**config.mk**
```make
export PLATFORM = sky130hd
export DESIGN_NAME = traffic_phase_sequencer
export DESIGN_NICKNAME = d
export VERILOG_FILES = /design/src/rtl/traffic_pkg.sv /design/src/rtl/traffic_phase_sequencer_tick_prescaler.sv /design/src/rtl/traffic_phase_sequencer.sv
export SDC_FILE = /design/constraint.sdc
export NUM_CORES = 1
export LEC_CHECK = 0
export ABC_CLOCK_PERIOD_IN_PS = 4370
export CORE_UTILIZATION = 31
export CTS_BUF_LIST = sky130_fd_sc_hd__clkbuf_4 sky130_fd_sc_hd__clkbuf_8
export DETAILED_ROUTE_END_ITERATION = 6
export PLACE_DENSITY = 0.57
export SLEW_MARGIN = 20
export SYNTH_ARGS = -nofsm -noshare
export SYNTH_HDL_FRONTEND = slang
export SYNTH_SLANG_ARGS = --single-unit
```
**constraint.sdc**
```tcl
create_clock -name clk -period 4.37 [get_ports clk]
set_clock_uncertainty 0.1 [all_clocks]
set_input_delay 0.437 -clock clk [delete_from_list [all_inputs] [get_ports clk]]
set_output_delay 0.437 -clock clk [all_outputs]
set_load 0.005 [all_outputs]
```
**src/rtl/traffic_pkg.sv**
```systemverilog
// traffic_pkg: phase codes, lamp encodings and duration helper for the junction sequencer
package traffic_pkg;
  typedef enum logic [3:0] {
    MG = 4'd0, M2Y = 4'd1, TG = 4'd2, MY = 4'd3, AR1 = 4'd4,
    SG = 4'd5, SY = 4'd6, AR2 = 4'd7, FLASH = 4'd8
  } phase_t;
  localparam logic [2:0] LAMP_R = 3'b100;
  localparam logic [2:0] LAMP_Y = 3'b010;
  localparam logic [2:0] LAMP_G = 3'b001;
  localparam logic [2:0] LAMP_OFF = 3'b000;
  // final count of a phase; a zero duration behaves as one tick
  function automatic int last_of(int d);
    return d > 1 ? d - 1 : 0;
  endfunction
endpackage

```
**src/rtl/traffic_phase_sequencer_tick_prescaler.sv**
```systemverilog
// tick_prescaler: one-cycle tick every TICK_DIV clocks
module tick_prescaler #(parameter int TICK_DIV = 1) (
  input  logic clk,
  input  logic rst,
  output logic tick
);
  localparam int W = TICK_DIV > 1 ? $clog2(TICK_DIV) : 1;
  logic [W-1:0] cnt;
  assign tick = cnt == W'(TICK_DIV - 1);
  always_ff @(posedge clk or posedge rst)
    if (rst) cnt <= '0;
    else cnt <= tick ? '0 : cnt + W'(1);
endmodule

```
**src/rtl/traffic_phase_sequencer.sv**
```systemverilog
// traffic_phase_sequencer: 4-approach junction phase FSM with demand-gated main green,
// pedestrian handshake, all-red clearances and night flash
module traffic_phase_sequencer
  import traffic_pkg::*;
#(
  parameter int TICK_DIV = 1,
  parameter int CNT_W = 8,
  parameter int DUR_MG = 7,
  parameter int DUR_M2Y = 2,
  parameter int DUR_TG = 5,
  parameter int DUR_MY = 2,
  parameter int DUR_AR = 1,
  parameter int DUR_SG = 3,
  parameter int DUR_SY = 2
) (
  input  logic       clk,
  input  logic       rst,
  input  logic       side_det,
  input  logic       turn_det,
  input  logic       ped_req,
  input  logic       flash_mode,
  output logic       ped_ack,
  output logic       ped_walk,
  output logic [2:0] light_M1,
  output logic [2:0] light_M2,
  output logic [2:0] light_MT,
  output logic [2:0] light_S,
  output logic [3:0] phase
);
  phase_t state, nxt;
  logic [CNT_W-1:0] cnt, cnt_nxt, last_cnt;
  logic tick, last, blink, ped_pending, demand, sg_in;
  logic [11:0] lamps;
  tick_prescaler #(.TICK_DIV(TICK_DIV)) u_tick (.clk(clk), .rst(rst), .tick(tick));
  always_comb begin
    last_cnt = '0;
    case (state)
      MG:       last_cnt = CNT_W'(last_of(DUR_MG));
      M2Y:      last_cnt = CNT_W'(last_of(DUR_M2Y));
      TG:       last_cnt = CNT_W'(last_of(DUR_TG));
      MY:       last_cnt = CNT_W'(last_of(DUR_MY));
      AR1, AR2: last_cnt = CNT_W'(last_of(DUR_AR));
      SG:       last_cnt = CNT_W'(last_of(DUR_SG));
      SY:       last_cnt = CNT_W'(last_of(DUR_SY));
      default:  last_cnt = '0;
    endcase
  end
  assign demand = side_det | turn_det | ped_pending;
  assign last = tick && cnt == last_cnt;
  always_comb begin
    nxt = state;
    case (state)
      MG:      nxt = last && demand ? M2Y : MG;
      M2Y:     nxt = last ? TG : M2Y;
      TG:      nxt = last ? MY : TG;
      MY:      nxt = last ? AR1 : MY;
      AR1:     nxt = last ? SG : AR1;
      SG:      nxt = last ? SY : SG;
      SY:      nxt = last ? AR2 : SY;
      AR2:     nxt = last ? (flash_mode ? FLASH : MG) : AR2;
      FLASH:   nxt = tick && !flash_mode ? AR2 : FLASH;
      default: nxt = AR2;
    endcase
  end
  // a held MG keeps its count parked at the final value so demand is re-checked every tick
  assign cnt_nxt = (nxt != state || state == FLASH) ? '0 : (tick && !last) ? cnt + CNT_W'(1) : cnt;
  assign sg_in = state == AR1 && nxt == SG;
  always_ff @(posedge clk or posedge rst)
    if (rst) begin
      state <= AR2;
      cnt <= '0;
      blink <= 1'b0;
      ped_pending <= 1'b0;
      ped_ack <= 1'b0;
      ped_walk <= 1'b0;
    end else begin
      state <= nxt;
      cnt <= cnt_nxt;
      blink <= state == FLASH && nxt == FLASH && (tick ? ~blink : blink);
      ped_pending <= ped_req | (ped_pending & ~sg_in);
      ped_ack <= sg_in & ped_pending;
      ped_walk <= nxt == SG;
    end
  always_comb begin
    lamps = {4{LAMP_R}};
    case (state)
      MG:    lamps = {LAMP_G, LAMP_G, LAMP_R, LAMP_R};
      M2Y:   lamps = {LAMP_G, LAMP_Y, LAMP_R, LAMP_R};
      TG:    lamps = {LAMP_G, LAMP_R, LAMP_G, LAMP_R};
      MY:    lamps = {LAMP_Y, LAMP_R, LAMP_Y, LAMP_R};
      SG:    lamps = {LAMP_R, LAMP_R, LAMP_R, LAMP_G};
      SY:    lamps = {LAMP_R, LAMP_R, LAMP_R, LAMP_Y};
      FLASH: lamps = blink ? {LAMP_Y, LAMP_Y, LAMP_R, LAMP_R} : {4{LAMP_OFF}};
      default: lamps = {4{LAMP_R}};
    endcase
  end
  assign {light_M1, light_M2, light_MT, light_S} = lamps;
  assign phase = state;
endmodule

```
; Word-level counts from Yosys, hierarchy flattened
; Memories as Yosys holds them, arrays and structs flattened.
; Index checks and enable logic that the tools add are counted.
[totals]
elab_cells = 60
latchBits = 0
ram_bits = 0
romBits = 24
inputBits = 6
reg_bits = 17
out_inout_bits = 18
mem_count = 1
[mem_list]
columns = memory, depth, width, rd, rd_ports_with_merged_regs, write_ports, line_no
row1 = (name not given), 8, 3, 1, 0, 0, traffic_phase_sequencer.sv:37  ; case (state)
[classes]
mul = 0
bitwise = 8
reduce_logical = 12
n_eq_ne = 12
add_sub_neg = 2
n_lt_le_gt_ge = 0
muxes = 18
n_div = 0
n_shift = 0
[op_table]
columns = operator, n
row1 = $pmux 12 s7, 1
row2 = $pmux 4 s9, 1
row3 = $mux 8, 3
row4 = $eq 4x3->1 const B, 5
row5 = $mux 4, 3
row6 = $mux 11, 1
row7 = $add 8x1->8 const B, 1
row8 = $eq 4x2->1 const B, 2
row9 = $eq 4x4->1 const B, 2
row10 = $eq 8x8->1, 1
row11 = $logic_and 1x1->1, 7
row12 = $mux 1, 6
row13 = $eq 4x1->1 const B, 1
row14 = $logic_not 4->1, 1
row15 = $mux 2, 2
row16 = $ne 4x4->1, 1
row17 = $mux 3, 1
row18 = $not 1->1, 3
row19 = $or 1x1->1, 3
row20 = $and 1x1->1, 2
row21 = $logic_not 1->1, 2
row22 = $reduce_bool 2->1, 1
row23 = $add 1x1->1 const B, 1
row24 = $logic_or 1x1->1, 1

; Longest topological paths before layout
; Gate-level depths: netlist of the first run.
; An unclocked memory read counts as a cell.
[depth]
ltp_word = 12
mapped_depth = 6
mapped_depth_nobuf = 5

; Hierarchy
; From an unflattened synthesis of the first run, not the netlist that was laid out.
[hier_totals]
cells_unflattened = 147
hier_area_um2 = 1186.1
[modules_own_cells]
columns = module, seq_area_each_um2, cells_each, area_per_inst_um2, n_inst
row1 = traffic_phase_sequencer, 404.1, 145, 1174.9, 1
row2 = tick_prescaler, 0.0, 2, 11.3, 1

; Least setup slack after synthesis of the first run
; Ideal clock, no wire load.
[synth_timing]
path_type = reg-to-reg
from = reg cnt[4]
to = reg ped_walk
setup_time_ps = 94
arrival_time_ps = 2034
path_buffers = 0
slack_ps = 2142
required_time_ps = 4176
path_stages_with_launch = 6
period_less_slack_ps = 2228
path_cell_list = dfrtp_1 > or4_4 > nor4_4 > nand3_2 > or3_4 > a221oi_2
[synth_via]
elab_chain_len = 6
word_cells_on_any_way = 13
cone_classes = eq/ne: 2 / mux: 9 / reduce/logical: 2
[synth_rtl]
columns = item, line_no
row1 = from (decl), traffic_phase_sequencer.sv:31  ; logic [CNT_W-1:0] cnt, cnt_nxt, last_cnt;
row2 = from (signal assigned), traffic_phase_sequencer.sv:78  ; cnt <= cnt_nxt;
row3 = $eq 8x8->1 *, traffic_phase_sequencer.sv:49  ; assign last = tick && cnt == last_cnt;
row4 = $logic_and 1x1->1 *, traffic_phase_sequencer.sv:49
row5 = $logic_and 1x1->1, traffic_phase_sequencer.sv:53  ; MG: nxt = last && demand ? M2Y : MG;
row6 = $mux 1, traffic_phase_sequencer.sv:53
row7 = $pmux 4 s9 *, traffic_phase_sequencer.sv:52  ; case (state)
row8 = $eq 4x3->1 *, traffic_phase_sequencer.sv:82  ; ped_walk <= nxt == SG;
row9 = to (signal assigned), traffic_phase_sequencer.sv:75  ; ped_walk <= 1'b0;
row10 = to (signal assigned), traffic_phase_sequencer.sv:82
row11 = to (decl), traffic_phase_sequencer.sv:23  ; output logic ped_walk,
; Mark *: on every way between the ends. The rest lies on a longest branch, timed or not.
; A chain may end at the register's enable or synchronous reset.

; Final worst setup path of the first run
[layout_timing]
from = reg state[3], in the netlist phase[3]
to = out light_M2[0]
[layout_via]
elab_chain_len = 2
word_cells_on_any_way = 8
cone_classes = eq/ne: 6 / mux: 1 / reduce/logical: 1
[layout_rtl]
columns = item, line_no
row1 = from (decl), traffic_phase_sequencer.sv:30  ; phase_t state, nxt;
row2 = from (signal assigned), traffic_phase_sequencer.sv:77  ; state <= nxt;
row3 = "$eq 4x4->1, or another cell as far along", traffic_phase_sequencer.sv:86  ; case (state)
row4 = $pmux 12 s7 *, traffic_phase_sequencer.sv:86
row5 = to (decl), traffic_phase_sequencer.sv:25  ; output logic [2:0] light_M2,
; Marks and branches as above.

==> run metrics, run 1 <==
status finished, final reports clean; Power Density between 600 and 700 nW/um^2; DIE AREA between 4000 and 5000 um^2; Synth Net Count roughly 140; IO Pins 24; WP buf/inv 1; DRT iter0 DRCs between 90 and 100; total track usage between 10 and 15%; drt pass-1 iters 4; initial antenna violation count 0; post-layout util between 40 and 50%; PortBufs 23; drt wl/cell 13.84 um; synth-to-layout area growth 26.18%; max cap viols 0; routability cong. 0.8133; synth unique cells between 40 and 50; Placed Instances ~190; hold path cells 1; Worst Path Required 3830 ps; largest family of logic cells by synthesized area simple AND/OR/NAND/NOR gates; most frequent cells in the layout clkdlybuf4s50_1 (23), nor2_1 (13), dfrtp_1 (13); Final WS setup between 1500 and 2000 ps; Post-DRT Antenna Nets 0; vias in the first global route between 900 and 1000; synthesized area 1171 um^2; slew margin rel. 59.29%; post-placement setup slack 1824 ps; critical-path maximum fanout 19; root buf cell clkbuf_8; Largest delay share family, worst path simple AND/OR/NAND/NOR gates; Die Wd roughly 63 um; vias per cell ~5.4; Fmax achieved 352.8 MHz; Slew Viols, Final 0; Post-synth EDFFs 0; largest net degree at the start of global routing 24; nets 160; Top FF cell, synth dfrtp_1; Setup crit end kind output pin; post-route setup TNS 0 ps; Congestion Overflow GR 0; Post-CTS Hold Buffers 0; sequential element share of the synthesized area ~35%; Synth Area in Simple Gates between 30% and 40%; vias 1066; critical path, cell by cell or2_2, nor3_1, clkdlybuf4s50_1; clk buf depth 2; Async S/R FF share, synth 100.0%; critical path class reg2out; Peak VDD IR about 0.00026 V; most common cell after layout, fill and taps aside clkdlybuf4s50_1; minimum clock period after layout around 2800 ps; CP max stage delay between 600 and 700 ps; die height roughly 63 um; mux cell area share after synthesis 1.709%; htree depth 1; post-synthesis adder-cell area fraction under 10%; CTS tree yes; Inserted Diodes 0; post-DP HPWL approximately 2.0 mm; Cell Rows 21; cts repair resizes 0; post-synthesis cell count between 100 and 150; postcts setup bufs 0; Hold Crit Class reg2reg; # DRC 0; total CTS buffers 3; xor/xnor share of the synthesized area under 10%; Leak 0.6156 nW; slew of the pin with the lowest slew margin around 610 ps; CTS clk-pin slew, worst paths 60 ps; synthesized flop and latch total 16; cells on worst reg2reg path 5; slowest stage cell, crit path clkdlybuf4s50_1; WL final about 2.7 mm; period utilisation layout between 60 and 70%; layout cell share with drive strength beyond 1 about an eighth; YS warnings 0; RSZ-0062 raised after global routing false; final setup vio count 0; first-pass GRT wire length between 4 and 5 mm; kind of start point of the critical path flip-flop; Clock Latency Late Sink between 200 and 300 ps; Mapped Avg Cell Area between 8 and 9 um^2; Starting Density between 30% and 40%; Core ar. 3468 um^2; Critical Path Stages 3; Compound-Gate Fraction of Synth Area about 18%; Final Hold Vio Count 0; Clock Sinks 16; non-filler instance count after layout 198; WP data arrival roughly 2300 ps
layer usage:
metal	track usage, %	part of all wire, %	routed length (um)	up-vias
met5	0	0	0	-
met4	6.818	2.1	57	0
met2	22.61	46	1249	31
met3	2.536	3.8	104	7
met1	19.53	48	1328	512
li1	-	-	-	516
worst register-to-register path: stages (launching register included):
cell       delay, ps
dfstp_2          790
or3b_2           500
a21o_1           250
o2111ai_1        290
nand3_1          210
a221oi_2         320
final timing paths:
kind / slack, ps / end / start
max in group asynchronous: 3320 / cnt[2]$_DFFE_PP0P_ / rst
worst max register to register: 1820 / ped_walk$_DFF_PP0_ / phase[0]$_DFF_PP1_
worst max-delay path: 1540 / light_M2[0] / phase[3]$_DFF_PP0_
min in group asynchronous: 450 / ped_walk$_DFF_PP0_ / rst
worst min-delay path: 420 / blink$_DFF_PP0_ / blink$_DFF_PP0_
worst min register to register: 420 / blink$_DFF_PP0_ / blink$_DFF_PP0_
power by group:
part	internal, W	total [W]	switching (W)
Clock	0.0000800	0.000132	0.0000524
Combinational	0.000293	0.000546	0.000253
Sequential	0.000197	0.000304	0.000107
state kept, by name (all words and copies together), names as in the netlist:
name,cells
cnt,8
ped_pending,1
ped_ack,1
ped_walk,1
blink,1
phase,4
cell families after synthesis:
logic type | count (synthesis)
adders and majority gates | 1
xor gates and xnor gates | 10
AOI/OAI and AO/OA | 27
DFF | 16
and+or+nand+nor | 61
muxes | 2
buffers and inverters | 17
Yosys cell counts (2+ instances only):
master | count | area share [%]
a211o_1 | 2 | 1.5
a21o_1 | 2 | 1.3
a21oi_1 | 7 | 3.0
and3_1 | 4 | 2.1
buf_2 | 2 | 0.85
clkbuf_1 | 7 | 2.2
dfrtp_1 | 13 | 28
dfstp_2 | 3 | 6.7
inv_1 | 8 | 2.6
mux2i_1 | 2 | 1.7
nand2_1 | 4 | 1.3
nand2b_1 | 2 | 1.1
nand3_1 | 8 | 3.4
nand3b_1 | 6 | 3.8
nor2_1 | 13 | 4.2
nor2b_1 | 2 | 1.1
nor3_1 | 6 | 2.6
nor3b_1 | 2 | 1.3
nor4_1 | 2 | 1.1
o21ai_0 | 4 | 1.7
xnor2_1 | 6 | 4.5
xor2_1 | 4 | 3.0
layout make-up:
class                      count  area [um^2]
clock buffer                   4        55.05
timing repair buffer          23        230.2
tap                           46        57.56
sequential                    16        404.1
inverter                       8        30.03
multi-input combinational    101        700.7
fill                         362         1991
per-stage QoR:
stage                     cell area [um^2]  hold WS, ps  power (W)
after global routing                  1478        446.1   0.001062
after floorplan                       1171        248.6  0.0006579
final                                 1478        415.4  0.0009823
after detailed placement              1423        410.9  0.0008495
after global placement                1423        402.9  0.0008444
after CTS                             1478        417.0  0.0009871
Power figures use the tool's default switching activity.
==> run 2: changes to the inputs <==
--- a/config.mk
+++ b/config.mk
@@ -5,11 +5,11 @@
 export SDC_FILE = /design/constraint.sdc
 export NUM_CORES = 1
 export LEC_CHECK = 0
-export ABC_CLOCK_PERIOD_IN_PS = 4370
+export ABC_CLOCK_PERIOD_IN_PS = 2400
 export CORE_UTILIZATION = 31
 export CTS_BUF_LIST = sky130_fd_sc_hd__clkbuf_4 sky130_fd_sc_hd__clkbuf_8
 export DETAILED_ROUTE_END_ITERATION = 6
-export PLACE_DENSITY = 0.57
+export PLACE_DENSITY = 0.59
 export SLEW_MARGIN = 20
 export SYNTH_ARGS = -nofsm -noshare
 export SYNTH_HDL_FRONTEND = slang
==> constraint.sdc (replaced) <==
create_clock -name clk -period 2.4 [get_ports clk]
set_clock_uncertainty 0.1 [all_clocks]
set_input_delay 0.24 -clock clk [delete_from_list [all_inputs] [get_ports clk]]
set_output_delay 0.24 -clock clk [all_outputs]
set_load 0.005 [all_outputs]
==> run metrics, run 2 (synthesis gave the netlist of run 1 again) <==
Peak VDD IR between 0.0005 and 0.0006 V; status finished, final reports clean; initial antenna violation count 0; vias ~1100; Fmax achieved approximately 440 MHz; layout cell share with drive strength beyond 1 about 16%; clk buf depth 2; WL final just under 3 mm; die height approximately 63 um; Final WS setup approximately 100 ps; Post-CTS Hold Buffers 0; minimum clock period after layout roughly 2300 ps; DIE AREA approximately 4000 um^2; Placed Instances 200; synth-to-layout area growth 30.13%; Post-DRT Antenna Nets 0; vias per cell 5.304; total CTS buffers 3; Power Density 1219 nW/um^2; PortBufs 23; DRT iter0 DRCs between 60 and 70; root buf cell clkbuf_8; final setup vio count 0; CTS clk-pin slew, worst paths around 60 ps; slew of the pin with the lowest slew margin about 600 ps; drt wl/cell 14.33 um; htree depth 1; max FFs per register 8; fillers between 300 and 400; drt pass-1 iters 4; Clock Latency Late Sink ~250 ps; max cap viols 0; Final Hold Vio Count 0; postcts setup bufs 0; Core ar. around 3500 um^2; non-filler instance count after layout around 200; period utilisation layout between 90% and 100%; Setup crit end kind flip-flop; # DRC 0; nets approximately 170; slew margin rel. 59.99%; post-route setup TNS 0 ps; critical-path maximum fanout 4; WP data arrival 2350 ps; critical path class reg2reg; Hold Crit Class in2async; CTS tree yes; Most flops, register cnt; largest net degree at the start of global routing 23; Leak between 0.6 and 0.7 nW; most frequent cells in the layout clkdlybuf4s50_1 (23), nor2_1 (13), dfrtp_1 (12); Slew Viols, Final 0; Worst Path Required 2460 ps; post-DP HPWL 2.168 mm; Clock Sinks 16; routability cong. about 0.8; IO Pins 24; Reg area ~400 um^2; kind of start point of the critical path flip-flop; vias in the first global route between 900 and 1000; Cell Rows 21; Congestion Overflow GR 0; first-pass GRT wire length 4.830 mm; most common cell after layout, fill and taps aside clkdlybuf4s50_1; Starting Density between 30 and 40%; RSZ-0062 raised after global routing false; area of the multi-input gates about 700 um^2; total track usage roughly 15%; Inserted Diodes 0; Die Wd 63.47 um; post-placement setup slack 112.6 ps
[run 2: changes by cell type in the layout (fill, tap and decap cells not counted)]
| cell | before | now |
|---|---|---|
| buf_4 | 0 | 6 |
| dfrtp_1 | 13 | 12 |
| dfrtp_2 | 0 | 1 |
[run 2: where the power goes]
part           total [W]  internal [W]  switching, W
clock           0.000238      0.000145     0.0000927
combinational    0.00112      0.000588      0.000534
sequential      0.000498      0.000357      0.000140
[run 2: repair_timing]
item | 4_1_cts | 5_1_grt
setup endpoints to repair | 1 | 0
gates resized for setup | 1 | 0
endpoints found under the hold margin | 0 | 0
[run 2: worst paths after layout]
check | start | to | slack, ps | depth (start not counted)
worst max-delay path | cnt[4]$_DFFE_PP0P_ | ped_walk$_DFF_PP0_ | 100 | 6
worst min-delay path | rst | cnt[5]$_DFFE_PP0P_ | 260 | 2
max in group asynchronous | rst | phase[3]$_DFF_PP0_ | 1520 | 2
min in group clk | blink$_DFF_PP0_ | blink$_DFF_PP0_ | 410 | 1
worst min register to register | blink$_DFF_PP0_ | blink$_DFF_PP0_ | 410 | 1
worst max register to register | cnt[4]$_DFFE_PP0P_ | ped_walk$_DFF_PP0_ | 100 | 6
[run 2: layout make-up]
type / count / area share [%]
timing repair buffer: 29 / 18.06
clock buffer: 4 / 3.612
multi-input combinational: 101 / 45.98
inverter: 8 / 1.970
sequential: 16 / 26.60
tap: 46 / 3.777
[run 2: per-layer routing]
layer  share of wire [%]  track usage (%)  vias up
met3                 3.5            2.174        2
met1                  47            21.48      532
li1                    -                -      527
met5                   0                0        -
met2                  48            24.34       21
met4                 1.0            5.114        0
[run 2: metrics by stage]
step / instance area [um^2] / total power (W) / util, % / hold WS (ps)
3_5_place_dp: 1468 / 0.001621 / 42.32 / 394.8
3_3_place_gp: 1468 / 0.001607 / 42.32 / 390.8
6_report: 1524 / 0.001858 / 43.94 / 257.3
5_1_grt: 1524 / 0.002009 / 43.94 / 347.4
2_1_floorplan: 1171 / 0.001198 / - / 51.59
4_1_cts: 1524 / 0.001874 / 43.94 / 278.7
[run 2: critical path, cell delays in order (launching register included)]
cell,delay [ps]
dfrtp_1,420
or4_4,560
nor4_4,350
buf_4,190
nand4_1,90
a211o_1,330
a221oi_2,180
